$ cat src/rtl/multi_matmul_ctrl.sv
// Tile scheduler: walks one multi_matmul array over every (row, col-group) output tile.
// Per tile: 1 clear cycle + K_STEPS feed cycles + >=2 wait cycles + >=1 output cycle.
// Backpressure: holds the finished tile on out_valid, issuing no new reads, until out_ready.
module multi_matmul_ctrl #(
    parameter int INNER_DIMENSION = 64,
    parameter int BLOCK_SIZE      = 2,
    parameter int ROW_TILES       = 4,
    parameter int COL_TILES       = 8,
    parameter int TOTAL_MODULES   = 2,
    parameter int ADDR_W          = 16,
    localparam int K_STEPS  = INNER_DIMENSION / BLOCK_SIZE,
    localparam int COL_GRPS = COL_TILES / TOTAL_MODULES,
    localparam int ROW_W    = (ROW_TILES > 1) ? $clog2(ROW_TILES) : 1,
    localparam int GRP_W    = (COL_GRPS > 1) ? $clog2(COL_GRPS) : 1
) (
    input  logic              clk,
    input  logic              rst,
    input  logic              start,
    input  logic              abort,
    output logic              busy,
    output logic              done,
    output logic              w_rd_en,
    output logic [ADDR_W-1:0] w_addr,
    output logic              n_rd_en,
    output logic [ADDR_W-1:0] n_addr,
    output logic              mm_en,
    output logic              mm_reset_acc,
    input  logic              mm_acc_done,
    output logic              out_valid,
    input  logic              out_ready,
    output logic [ROW_W-1:0]  out_row,
    output logic [GRP_W-1:0]  out_grp,
    output logic              out_last
);

    localparam int K_W = (K_STEPS > 1) ? $clog2(K_STEPS) : 1;

    localparam logic [ROW_W-1:0] ROW_LAST = ROW_W'(ROW_TILES - 1);
    localparam logic [GRP_W-1:0] GRP_LAST = GRP_W'(COL_GRPS - 1);
    localparam logic [K_W-1:0]   K_LAST   = K_W'(K_STEPS - 1);

    typedef enum logic [2:0] {
        S_IDLE  = 3'd0,
        S_CLEAR = 3'd1,
        S_FEED  = 3'd2,
        S_WAIT  = 3'd3,
        S_OUT   = 3'd4,
        S_DONE  = 3'd5
    } state_e;

    state_e           state_q, state_d;
    logic [ROW_W-1:0] row_q, row_d;
    logic [GRP_W-1:0] grp_q, grp_d;
    logic [K_W-1:0]   k_q, k_d;
    logic             mm_en_q, mm_en_d;

    logic             rd_en;
    logic             tile_last;
    logic [31:0]      w_addr_full;
    logic [31:0]      n_addr_full;

    // The tile currently held in the array is the last of the pass.
    assign tile_last = (row_q == ROW_LAST) && (grp_q == GRP_LAST);

    // Next-state, counter advance and strobe outputs; abort overrides everything at the end.
    always_comb begin
        state_d      = state_q;
        row_d        = row_q;
        grp_d        = grp_q;
        k_d          = k_q;
        rd_en        = 1'b0;
        mm_reset_acc = 1'b0;
        out_valid    = 1'b0;
        done         = 1'b0;

        case (state_q)
            S_IDLE: begin
                // abort wins over a simultaneous start
                if (start && !abort) begin
                    row_d   = '0;
                    grp_d   = '0;
                    k_d     = '0;
                    state_d = S_CLEAR;
                end
            end
            S_CLEAR: begin
                mm_reset_acc = 1'b1;
                k_d          = '0;
                state_d      = S_FEED;
            end
            S_FEED: begin
                rd_en = 1'b1;
                if (k_q == K_LAST) begin
                    state_d = S_WAIT;
                end else begin
                    k_d = k_q + K_W'(1);
                end
            end
            S_WAIT: begin
                // acc_done only counts once the read pipe has drained, so a stale
                // or early level cannot cut off the last operand step
                if (!mm_en_q && mm_acc_done) begin
                    state_d = S_OUT;
                end
            end
            S_OUT: begin
                out_valid = 1'b1;
                if (out_ready) begin
                    if (tile_last) begin
                        state_d = S_DONE;
                    end else begin
                        if (grp_q == GRP_LAST) begin
                            grp_d = '0;
                            row_d = row_q + ROW_W'(1);
                        end else begin
                            grp_d = grp_q + GRP_W'(1);
                        end
                        state_d = S_CLEAR;
                    end
                end
            end
            S_DONE: begin
                done    = 1'b1;
                state_d = S_IDLE;
            end
            default: begin
                state_d = S_IDLE;
            end
        endcase

        // abandon the pass: no reads, no tile offered, no completion pulse
        if (abort && (state_q != S_IDLE)) begin
            state_d   = S_IDLE;
            row_d     = row_q;
            grp_d     = grp_q;
            k_d       = k_q;
            rd_en     = 1'b0;
            out_valid = 1'b0;
            done      = 1'b0;
        end
    end

    // The array enable trails the buffer read by the one-cycle buffer latency.
    always_comb begin
        mm_en_d = rd_en;
    end

    // Operand addresses at full width, truncated to the buffer address width.
    always_comb begin
        w_addr_full = 32'(row_q) * 32'(K_STEPS) + 32'(k_q);
        n_addr_full = 32'(grp_q) * 32'(K_STEPS) + 32'(k_q);
    end

    // Output drive: addresses and tile tags read as zero whenever they are not qualified.
    always_comb begin
        busy     = (state_q != S_IDLE);
        w_rd_en  = rd_en;
        n_rd_en  = rd_en;
        w_addr   = rd_en ? ADDR_W'(w_addr_full) : '0;
        n_addr   = rd_en ? ADDR_W'(n_addr_full) : '0;
        mm_en    = mm_en_q;
        out_row  = (state_q == S_OUT) ? row_q : '0;
        out_grp  = (state_q == S_OUT) ? grp_q : '0;
        out_last = (state_q == S_OUT) && tile_last;
    end

    // State, tile counters and the enable pipe; synchronous reset returns to idle.
    always_ff @(posedge clk) begin
        if (rst) begin
            state_q <= S_IDLE;
            row_q   <= '0;
            grp_q   <= '0;
            k_q     <= '0;
            mm_en_q <= 1'b0;
        end else begin
            state_q <= state_d;
            row_q   <= row_d;
            grp_q   <= grp_d;
            k_q     <= k_d;
            mm_en_q <= mm_en_d;
        end
    end

endmodule

$ cat config.mk
export PLATFORM = sky130hd
export DESIGN_NAME = multi_matmul_ctrl
export DESIGN_NICKNAME = d
export VERILOG_FILES = /design/src/rtl/multi_matmul_ctrl.sv
export SDC_FILE = /design/constraint.sdc
export NUM_CORES = 1
export LEC_CHECK = 0
export ABC_AREA = 1
export BUFFER_PORTS_ARGS = -buffer_cell sky130_fd_sc_hd__buf_2
export CORE_AREA = 4 4 49 61
export CTS_BUF_LIST = sky130_fd_sc_hd__clkbuf_16
export CTS_CLUSTER_SIZE = 20
export DETAILED_ROUTE_END_ITERATION = 7
export DIE_AREA = 0 0 53 65
export HOLD_SLACK_MARGIN = 0.12
export PLACE_DENSITY = 0.87
export SYNTH_ARGS = -nofsm -noshare
export SYNTH_HDL_FRONTEND = slang
export SYNTH_SLANG_ARGS = --single-unit
$ cat constraint.sdc
create_clock -name clk -period 1.91 [get_ports clk]
set_input_delay 0.191 -clock clk [delete_from_list [all_inputs] [get_ports clk]]
set_output_delay 0.191 -clock clk [all_outputs]
set_load 0.05 [all_outputs]
==> results.toml, run 1 <==
[outcome]
status = "finished clean"

[global_route]
first_global_vias = 947
grt_usage_pct = 14.31
grt.overflow.total = 0
antenna_found_initial = 0
grt_start_max_net_pins = 11
grt_pass1_wl_mm = 3.712

[synth]
ys_ff_latch = 13
avgSynthCellArea_sq_um = 6.191
yosysWarnings = 0
synth_cell_types = 22
synth_area_sq_um = 1071
synth-seq-area-share_pct = 24.30
netlist_instances = 173

[final_layout]
drive_gt1_share_pct = 28.36
post-route-util_pct = 54.12
fillers = 237
antenna_cells = 0
syn_to_final_growth_pct = 22.66
fin_nets = 212

[pwr]
pwr-share-clk_pct = 19.1
powerDensity_nw_per_um2 = 1558
combPwrFrac_pct = 58.4
switching_share_pct = 52.82
p_int_mw = 0.9658
power_frac_seq_pct = 22.5
p_leak_nw = 0.6808
peakVddDrop_v = 0.0008464
p_sw_mw = 1.081
finalPower_mw = 2.047

[clock_network]
cts_buffers = 3
cts_root_buf = "clkbuf_16"
htree_levels = 1
clock-sinks = 13
cts_buffer_depth = 2
clk_latency_ns = 0.24
clk_pin_slew_ns = 0.04
post_cts_buffers = 0
cts_tree = "built"

[worst_setup_path]
critPathSlowestCell = "dfxtp_1"
slowest_delay_ns = 0.38
arrival_ns = 1.58
cp_max_fo = 10
critical_path_class = "reg2out"
path_cells = "nor2_1 > nand2_2 > nor2_4 > inv_4 > nor2_4 > buf_2"
worstPathRequired_ns = 1.72
r2r_slack_ns = 0.28
cp_common_cell = "nor2_4"
critPathLaunchType = "register"
end_kind = "primary output"

[placement]
gp_congestion = 0.8711
hpwlAfterDp_mm = 1.814
numPortBuffers = 31

[detailed_routing]
via_per_inst = 4.607
wirelength_mm = 2.308
drc = 0
vias = 1078
wl_per_cell_um = 9.863
drt-initial-drc-count = 26
postRouteAntennaNets = 0
dr.pass1.iters = 4

[timing]
report.final.hold_viol_count = 0
clock.fmax_mhz = 565.3
finalCritPeriodShare_pct = 92.62
min_period_ns = 1.769
rsz0062_at_grt = "no"
timing.hold.ws_ns = 0.1577
finClkSkew_ns = 0.002724
setup_viol = 0
fin_tns_setup_ns = 0
final_max_slew_viol_count = 0

[floorplan]
io_pins = 50
dieArea_sq_um = 3445
coreArea_sq_um = 2427
rows = 20
start_util_pct = 44.12
die_w_um = 53
die_h_um = 65

[flow_run]
drv_cap = 0

[worst_hold_path]
hp-class = "in2reg"
==> state kept, by name, summed over array words and instances (netlist names) <==
signal,cells
grp_q,2
k_q,5
mm_en,1
row_q,2
state_q,3
==> placed cells by master (no fill, tap or decap), types with 6 or more instances in the layout <==
cell type and count:
nor2_1 34, inv_1 24, nand2_1 24, buf_2 24
conb_1 18, nand3_1 13, dfxtp_1 13, nor2_4 7
a21oi_1 7, clkbuf_4 7, nor2_2 6
==> repair_timing <==
action                     4_1_cts  5_1_grt
setup endpoints to repair        0       14
hold buffers                     0        0
gates resized for setup          0        8
==> power by group through the flow <==
stage	clock, mW	sequential (mW)	combinational, mW
6_report	0.392	0.460	1.20
5_1_grt	0.405	0.476	1.34
4_1_cts	0.399	0.458	1.19
3_5_place_dp	0	0.464	1.17
3_3_place_gp	0	0.461	1.16
2_1_floorplan	0	0.455	1.03
==> worst paths after layout <==
kind                                  from   endpoint  cells past startpoint
worst min register to register      k_q[4]     k_q[4]                      2
worst max register to register      k_q[0]     k_q[0]                     10
worst max-delay path            state_q[2]  n_addr[1]                      6
worst min-delay path                   rst      mm_en                      2
==> cell families (layout without fill, tap and decap cells) <==
group           Yosys count  in the layout  synth area share (%)
simple gates             91             91                 37.27
buf+inv                  50             61                 25.93
compound gates           13             13                 6.659
flops                    13             13                 24.30
fa+ha+maj                 4              4                 4.673
other cells               1             18                0.3501
xor+xnor                  1              1                0.8179
==> critical path: cells and delay by family (launching register included) <==
family,cells,cell delay (ns)
buffers and inverters,2,0.37
and+or+nand+nor,4,0.58
DFF,1,0.38
==> stage by stage <==
stage | cell area, sq um | setup slack, ns | std cells
final | 1314 | 0.1410 | 234
after global routing | 1314 | 0.04701 | 234
after CTS | 1294 | 0.05758 | 234
after detailed placement | 1215 | 0.2869 | 230
after global placement | 1215 | 0.3144 | 230
after floorplan | 1206 | -0.2251 | 190
==> metal layers <==
layer | vias up | share of wire [%] | global-route usage (%)
met5 | - | 0 | 0
met4 | 0 | 2.7 | 8.626
met3 | 5 | 8.2 | 1.839
met2 | 37 | 52 | 25.93
met1 | 489 | 38 | 14.99
li1 | 547 | - | -
==> synthesized netlist by cell type, drive strengths merged <==
master  instances  share of area [%]
buf            24                 17
o21ai           5                2.7
xor2            1               0.82
ha              4                4.7
nor2           47                 18
dfxtp          13                 24
conb            1               0.35
inv            26                9.1
o21a            1               0.70
a21oi           7                3.3
nor3b           1               0.70
nand2          27                 10
nor3            1               0.47
nor4            1               0.58
nand3          14                7.0
==> final cells by class <==
class | instances | area [sq um] | share of cell area [%]
multi-input combinational | 127 | 660.6 | 50.29
sequential | 13 | 260.3 | 19.81
timing repair buffer | 31 | 172.7 | 13.14
inverter | 26 | 100.1 | 7.619
clock buffer | 3 | 75.07 | 5.714
tap | 33 | 41.29 | 3.143
clock inverter | 1 | 3.754 | 0.2857
No activity file was read; power rests on OpenSTA's default activity.
==> run 2, diff against run 1 <==
Settings changed: REMOVE_ABC_BUFFERS set to 1.
==> results.toml, run 2 (same netlist as run 1, synthesis figures left out) <==
[timing]
rsz0062_at_grt = "yes"
timing.hold.ws_ns = 0.1538
fin_tns_setup_ns = 0
finClkSkew_ns = 0.001018
finalCritPeriodShare_pct = 93.95
clock.fmax_mhz = 557.3
report.final.hold_viol_count = 0
final_max_slew_viol_count = 0
setup_viol = 0
min_period_ns = 1.794

[final_layout]
antenna_cells = 0
drive_gt1_share_pct = 23.88
top_regs = "k_q x5, state_q x3"
fin_nets = 212
largest_register = "k_q"
largest_reg_flops = 5
post-route-util_pct = 52.42
syn_to_final_growth_pct = 18.81
most-common-layout-cells = "nor2_1, inv_1, nand2_1"
final_area_sq_um = 1272
final_common_cell = "nor2_1"

[worst_setup_path]
end_kind = "primary output"
r2r_slack_ns = 0.26
worstRegToRegCells = 10
reg2reg_to = "k_q[4]"
arrival_ns = 1.60
cp_max_fo = 10
worstPathRequired_ns = 1.72
r2r-start = "k_q[0]"
critPathLaunchType = "register"
critical_path_class = "reg2out"

[outcome]
status = "finished clean"

[flow_run]
drv_cap = 0

[pwr]
powerDensity_nw_per_um2 = 1573
p_leak_nw = 0.6853
peakVddDrop_v = 0.0008755

[clock_network]
cts_buffers = 3
clk_latency_ns = 0.24
clock-sinks = 13
cts_hold_buf = 0
clk_pin_slew_ns = 0.04
htree_levels = 1
cts_root_buf = "clkbuf_16"
cts_buffer_depth = 2
cts_tree = "built"

[placement]
numPortBuffers = 31
placed_area_sq_um = 1151
gp_congestion = 0.8506
hpwlAfterDp_mm = 1.911

[worst_hold_path]
hp-class = "in2reg"
min_to = "k_q[2]"
min_path_cells = 2
min_from = "rst"

[floorplan]
die_w_um = 53
start_util_pct = 44.12
dieArea_sq_um = 3445
coreArea_sq_um = 2427
die_h_um = 65
io_pins = 50
rows = 20

[global_route]
grt.overflow.total = 0
grt_pass1_wl_mm = 3.870
grt_start_max_net_pins = 11
antenna_found_initial = 0
first_global_vias = 927
grt_usage_pct = 14.76

[detailed_routing]
wirelength_mm = 2.377
drc = 0
dr.pass1.iters = 4
drt-initial-drc-count = 7
via_per_inst = 4.577
vias = 1071
postRouteAntennaNets = 0
wl_per_cell_um = 10.16
-- run 2: per-layer routing --
| metal | track usage (%) | routed length, um | up-vias |
|---|---|---|---|
| li1 | - | - | 545 |
| met1 | 16.78 | 895 | 489 |
| met2 | 26.09 | 1252 | 33 |
| met3 | 2.989 | 189 | 4 |
| met4 | 5.751 | 40 | 0 |
| met5 | 0 | 0 | - |
-- run 2: metrics by stage --
stage / setup slack [ns] / power [mW] / instances
floorplan: -1.805 / 1.383 / 166
global placement: 0.2553 / 1.577 / 230
detailed placement: 0.2356 / 1.601 / 230
CTS: -0.03352 / 2.001 / 234
global route: -0.01433 / 2.186 / 234
finish: 0.1156 / 2.001 / 234
-- run 2: how the worst max path moves through the flow --
| stage | from | endpoint | slack [ns] |
|---|---|---|---|
| global route | state_q[2] | w_addr[3] | -0.01 |
| CTS | state_q[2] | n_addr[1] | -0.03 |
| floorplan | state_q[0] | n_addr[0] | -1.81 |
| finish | state_q[2] | n_addr[3] | 0.12 |
| detailed placement | state_q[2] | n_addr[1] | 0.24 |
| global placement | state_q[2] | w_addr[3] | 0.26 |
-- run 2: area by class of cell --
class	count	area, sq um
Inverter	26	97.59
Fill cell	242	1155
Sequential cell	13	260.3
Timing Repair Buffer	31	187.7
Multi-Input combinational cell	127	606.8
Tap cell	33	41.29
Clock buffer	3	75.07
Clock inverter	1	3.754
-- run 2: timing repair --
| action | in CTS | in global routing |
|---|---|---|
| setup endpoints to repair | 10 | 14 |
| buffers inserted | 0 | 0 |
| gates resized for setup | 6 | 14 |
| endpoints found under the hold margin | 0 | 0 |
-- run 2: power breakdown --
group / leakage, nW / internal, mW / switching (mW)
Sequential: 0.107 / 0.363 / 0.102
Combinational: 0.536 / 0.322 / 0.828
Clock: 0.0423 / 0.276 / 0.111
Total: 0.685 / 0.961 / 1.04
-- run 2: critical path, cell delays in order (launching register included) --
cell and delay, ns:
dfxtp_1 0.38, nor2_1 0.18, nand2_2 0.12, nor2_2 0.16, inv_2 0.13, nor2_1 0.16
buf_4 0.23
